`src/rtl/router_pkg.sv`:
```
// Shared types and constants for the 1x3 router packet controller.
package router_pkg;

  localparam int ADDR_W    = 2;
  localparam int NUM_PORTS = 3;
  localparam logic [ADDR_W-1:0] ADDR_INVALID = 2'b11;

  // Header byte layout: destination address in the low bits, payload length above it.
  localparam int HDR_ADDR_LSB = 0;
  localparam int HDR_ADDR_MSB = 1;
  localparam int HDR_LEN_LSB  = 2;
  localparam int HDR_LEN_MSB  = 7;

  typedef enum logic [2:0] {
    DECODE_ADDRESS     = 3'd0,
    LOAD_FIRST_DATA    = 3'd1,
    LOAD_DATA          = 3'd2,
    FIFO_FULL_STATE    = 3'd3,
    LOAD_AFTER_FULL    = 3'd4,
    LOAD_PARITY        = 3'd5,
    CHECK_PARITY_ERROR = 3'd6,
    WAIT_TILL_EMPTY    = 3'd7
  } state_e;

  // Payload length carried in a header byte.
  function automatic logic [HDR_LEN_MSB-HDR_LEN_LSB:0] hdr_len(input logic [7:0] hdr);
    return hdr[HDR_LEN_MSB:HDR_LEN_LSB];
  endfunction

endpackage

```
`src/rtl/router_fsm.sv`:
```
// Packet-level controller for the 1x3 router: decodes the header address,
// sequences header/payload/parity loads into the destination FIFO, stalls on
// FIFO full and waits for a busy destination to drain.
//
// state              | meaning
// -------------------+------------------------------------------------
// DECODE_ADDRESS     | idle, looking for a header with a valid address
// LOAD_FIRST_DATA    | header byte loaded into the FIFO
// LOAD_DATA          | payload bytes being written
// FIFO_FULL_STATE    | destination full, source held
// LOAD_AFTER_FULL    | replay the byte held during full
// LOAD_PARITY        | parity byte being written
// CHECK_PARITY_ERROR | clear internal parity/error check registers
// WAIT_TILL_EMPTY    | destination FIFO still draining a previous packet
module router_fsm
  import router_pkg::*;
(
  input  logic       clock,
  input  logic       resetn,
  input  logic       pkt_valid,
  input  logic [1:0] data_in,
  input  logic       parity_done,
  input  logic       low_pkt_valid,
  input  logic       fifo_full,
  input  logic       fifo_empty_0,
  input  logic       fifo_empty_1,
  input  logic       fifo_empty_2,
  input  logic       soft_reset_0,
  input  logic       soft_reset_1,
  input  logic       soft_reset_2,
  output logic       busy,
  output logic       detect_add,
  output logic       lfd_state,
  output logic       ld_state,
  output logic       laf_state,
  output logic       full_state,
  output logic       write_enb_reg,
  output logic       rst_int_reg
);

  state_e              state_q, state_d;
  logic [ADDR_W-1:0]   addr_q, addr_d;
  logic [ADDR_W-1:0]   hdr_addr;
  logic                hdr_ok;
  // Extra top bit pads the vectors to 2^ADDR_W so any 2-bit index is in range.
  logic [NUM_PORTS:0]  empty_v;
  logic [NUM_PORTS:0]  soft_v;

  assign hdr_addr = data_in[HDR_ADDR_MSB:HDR_ADDR_LSB];
  assign hdr_ok   = pkt_valid && (hdr_addr != ADDR_INVALID);
  assign empty_v  = {1'b0, fifo_empty_2, fifo_empty_1, fifo_empty_0};
  assign soft_v   = {1'b0, soft_reset_2, soft_reset_1, soft_reset_0};

  // State and latched destination address.
  always_ff @(posedge clock or negedge resetn) begin
    if (!resetn) begin
      state_q <= DECODE_ADDRESS;
      addr_q  <= '0;
    end else begin
      state_q <= state_d;
      addr_q  <= addr_d;
    end
  end

  // Next state and address latch; a soft reset of the addressed port wins over everything.
  always_comb begin
    state_d = state_q;
    addr_d  = addr_q;
    if (state_q != DECODE_ADDRESS && soft_v[addr_q]) begin
      state_d = DECODE_ADDRESS;
    end else begin
      unique case (state_q)
        DECODE_ADDRESS: begin
          if (hdr_ok) begin
            addr_d  = hdr_addr;
            state_d = empty_v[hdr_addr] ? LOAD_FIRST_DATA : WAIT_TILL_EMPTY;
          end
        end
        LOAD_FIRST_DATA: state_d = LOAD_DATA;
        LOAD_DATA: begin
          if (fifo_full)       state_d = FIFO_FULL_STATE;
          else if (!pkt_valid) state_d = LOAD_PARITY;
        end
        FIFO_FULL_STATE: begin
          if (!fifo_full) state_d = LOAD_AFTER_FULL;
        end
        LOAD_AFTER_FULL: begin
          if (parity_done)        state_d = DECODE_ADDRESS;
          else if (low_pkt_valid) state_d = LOAD_PARITY;
          else                    state_d = LOAD_DATA;
        end
        LOAD_PARITY: state_d = CHECK_PARITY_ERROR;
        CHECK_PARITY_ERROR: state_d = fifo_full ? FIFO_FULL_STATE : DECODE_ADDRESS;
        WAIT_TILL_EMPTY: begin
          if (empty_v[addr_q]) state_d = LOAD_FIRST_DATA;
        end
        default: state_d = DECODE_ADDRESS;
      endcase
    end
  end

  // Moore output decode from the registered state.
  always_comb begin
    busy          = 1'b0;
    detect_add    = 1'b0;
    lfd_state     = 1'b0;
    ld_state      = 1'b0;
    laf_state     = 1'b0;
    full_state    = 1'b0;
    write_enb_reg = 1'b0;
    rst_int_reg   = 1'b0;
    unique case (state_q)
      DECODE_ADDRESS:  detect_add = 1'b1;
      LOAD_FIRST_DATA: begin lfd_state = 1'b1; busy = 1'b1; end
      LOAD_DATA:       begin ld_state = 1'b1; write_enb_reg = 1'b1; end
      FIFO_FULL_STATE: begin full_state = 1'b1; busy = 1'b1; end
      LOAD_AFTER_FULL: begin laf_state = 1'b1; busy = 1'b1; write_enb_reg = 1'b1; end
      LOAD_PARITY:     begin busy = 1'b1; write_enb_reg = 1'b1; end
      CHECK_PARITY_ERROR: begin rst_int_reg = 1'b1; busy = 1'b1; end
      WAIT_TILL_EMPTY: busy = 1'b1;
      default:         detect_add = 1'b1;
    endcase
  end

endmodule

```
`config.mk`:
```
export PLATFORM = sky130hd
export DESIGN_NAME = router_fsm
export DESIGN_NICKNAME = d
export VERILOG_FILES = /design/src/rtl/router_pkg.sv /design/src/rtl/router_fsm.sv
export SDC_FILE = /design/constraint.sdc
export NUM_CORES = 1
export LEC_CHECK = 0
export CORE_AREA = 5 5 42 44
export DETAILED_ROUTE_END_ITERATION = 6
export DIE_AREA = 0 0 47 49
export DONT_BUFFER_PORTS = 1
export PLACE_DENSITY = 0.59
export SLEW_MARGIN = 20
export SYNTH_ARGS = -nofsm -noshare
export SYNTH_HDL_FRONTEND = slang
export SYNTH_SLANG_ARGS = --single-unit
```
`constraint.sdc`:
```
create_clock -name clock -period 2.15 [get_ports clock]
set_clock_uncertainty 0.2 [all_clocks]
set_input_delay 0.43 -clock clock [delete_from_list [all_inputs] [get_ports clock]]
set_output_delay 0.43 -clock clock [all_outputs]
set_load 0.01 [all_outputs]
```
==> results.tsv <==
stage	metric	value	unit
run_status	status	complete, no violations	
cells_and_area	final_layout_size_suffix_gt1_share	17.7	%
clocking	post_cts_buffers	0	
synth	yosysWarnings	0	
power	cellPowerDensity	1400	nW/µm²
die	io_pins	22	
synth	syn_avg_cell_area	8.31	µm²
global_routing	grt.overflow.total	0	
die	rows	14	
placement	gp_congestion	0.775	
cells_and_area	insertedDiodeCount	0	
clocking	ctsResizeCount	0	
synth	netlist_instances	58	
route	wirelength	1070	µm
sta	period_share	95.9	%
die	core_area	1400	µm²
cells_and_area	fin_cells	78	
power	seqPwrFrac	31.4	%
synth	ys_types	30	
cells_and_area	area_growth	10.4	%
global_routing	grt_pass1_wl	1770	µm
cells_and_area	nNetsFinal	77	
clocking	ctsHoldBuffers	1	
power	total_leakage_power	0.238	nW
setup_path	crit_path_end_kind	output pin	
power	ir_worst_vdd	0.659	mV
clocking	cts_tree	done	
global_routing	grt_start_max_net_pins	14	
sta	hold_viol	0	
sta	rsz0062_at_grt	false	
global_routing	busiest_layer	met1	
setup_path	required	1.52	ns
clocking	clockRootBuffer	clkbuf_4	
route	drt_first_iter_violations	7	
global_routing	grt_pass1_vias	420	
sta	max_slew.worst_pin.slew	0.386	ns
sta	setup_violations	0	
synth	synth_nets	72	
die	die_x	47	µm
route	first_pass_iters	4	
setup_path	critPathMaxFanout	13	
global_routing	antenna_found_initial	0	
placement	hpwl	861	µm
die	die_h	49	µm
route	drc	0	
power	internal-power	0.404	mW
die	start_util	34.4	%
sta	max_freq	485	MHz
clocking	cts_num_sinks	5	
sta	slew_violations	0	
synth	ys_seq_elements	5	
sta	min_period	2.06	ns
clocking	clk_pin_slew	0.04	ns
global_routing	grt.total_usage	10.4	%
synth	synth_area_leaders	dfrtp_1 (26%), mux2i_1 (8.3%), nor2_1 (7.0%)	
clocking	h-tree-depth	1	
synth	yosys.area.top_type	dfrtp_1	
setup_path	crit_arrival	1.43	ns
clocking	cts_buffers	3	
power	swShare	45.6	%
sta	tns	0	ns
setup_path	cp-start-kind	register	
global_routing	grt_util_met1	13.9	%
sta	maxSlewHeadroom	74.3	%
global_routing	met3_usage	7.38	%
clocking	clkLatencyLatePin	0.24	ns
placement	port_buffers	0	
flow_run	max-cap-violations	0	
setup_path	critPathKind	register to output pin	
placement	placed_cells	73	
power	power_frac_comb	53.5	%
synth	yosysSeqAreaShare	26.0	%
power	clkPwrFrac	15.1	%
route	viasPerCell	5.60	
clocking	clk_path_buf_depth	2	
synth	synth_area	482	µm²
route	ant_nets	0	
synth	synth_top_area_share	26.0	%
power	power_switching	0.339	mW
die	die-area	2300	µm²
cells_and_area	nFillCells	163	
route	wl_per_cell	13.7	µm
hold_path	hold_path_class	input pin to register	
global_routing	grtUsageMet2	13.1	%
route	vias	437	
[cells by family (layout without fill, tap and decap cells)]
| family | Yosys count | in the layout | synth area share (%) |
|---|---|---|---|
| DFF | 5 | 5 | 26.0 |
| and+or+nand+nor | 26 | 26 | 32.0 |
| muxes | 4 | 4 | 8.31 |
| buffers and inverters | 6 | 10 | 6.75 |
| AOI/OAI and AO/OA | 17 | 17 | 27.0 |
[sequential cells by signal, indices dropped and copies added (netlist names)]
register,cells
state_q,3
addr_q,2
[synthesized netlist by cell type, drive strengths merged]
cell,count
o22a,3
nand2b,2
dfrtp,5
or3b,1
and3,1
a211o,1
and3b,1
a31oi,2
o311a,1
o21ai,2
a211oi,1
o31ai,1
mux2i,4
nor2b,2
buf,3
or2,1
a21o,1
o211a,1
nand2,5
nor2,9
a22o,1
nand3b,1
nor3,2
o22ai,1
or4,1
o211ai,2
inv,3
[placed cells by master, fill, tap and decap left out, drive strengths merged]
cell type / n
nand3b: 1
nand2: 5
and3: 1
a22o: 1
nor3: 2
a21o: 1
inv: 3
clkbuf: 4
o211a: 1
nor2b: 2
a31oi: 2
o21ai: 2
or3b: 1
o31ai: 1
dlygate4sd3: 1
o22ai: 1
nand2b: 2
or4: 1
o211ai: 2
a211oi: 1
o311a: 1
mux2i: 4
or2: 1
dfrtp: 5
a211o: 1
and3b: 1
buf: 2
o22a: 3
nor2: 9
[through the flow]
stage	util (%)	area, µm²	setup WS [ns]	power [mW]	hold slack, ns
floorplan	-	482	0.269	0.573	-0.0656
global placement	35.4	495	0.374	0.628	-0.0654
detailed placement	35.4	495	0.357	0.631	-0.0654
CTS	37.9	532	0.0894	0.752	0.128
global route	37.9	532	0.00505	0.812	0.123
finish	37.9	532	0.0880	0.743	0.134
[cell type report]
type                       count  area, µm²  share of cell area (%)
timing repair buffer           3       25.0                    4.71
clock buffer                   4       26.3                    4.94
multi-input combinational     47        324                    60.9
tap                           16       20.0                    3.76
inverter                       3       11.3                    2.12
sequential                     5        125                    23.5
[power groups by stage]
stage                     logic (mW)  registers (mW)  clock network, mW
after floorplan                0.394           0.179                  0
after global routing           0.441           0.246              0.125
final                          0.398           0.233              0.112
after global placement         0.395           0.233                  0
after detailed placement       0.398           0.232                  0
after CTS                      0.404           0.232              0.116
[routing by layer]
metal  up-vias  routed length (µm)
li1        222                   -
met1       193                 499
met2        20                 411
met3         2                 149
met4         0                   4
met5         -                   0
[final timing paths]
| kind | startpoint | end | slack, ns | cells after the start |
|---|---|---|---|---|
| setup / recovery | state_q[0]$_DFFE_PN0P_ | write_enb_reg | 0.09 | 3 |
| setup reg to reg | state_q[0]$_DFFE_PN0P_ | state_q[0]$_DFFE_PN0P_ | 0.34 | 4 |
| hold reg to reg | addr_q[0]$_DFFE_PN0P_ | addr_q[0]$_DFFE_PN0P_ | 0.39 | 1 |
| max in group asynchronous | resetn | state_q[1]$_DFFE_PN0P_ | 1.29 | 1 |
| hold / removal | data_in[1] | addr_q[1]$_DFFE_PN0P_ | 0.13 | 1 |
| min in group asynchronous | resetn | addr_q[0]$_DFFE_PN0P_ | 0.27 | 1 |
[critical path: stages (launching register included)]
cell and delay (ns):
dfrtp_1 0.51, or2_2 0.39, nor2_1 0.13, a21o_1 0.15
(Power assumes the default switching activity.)
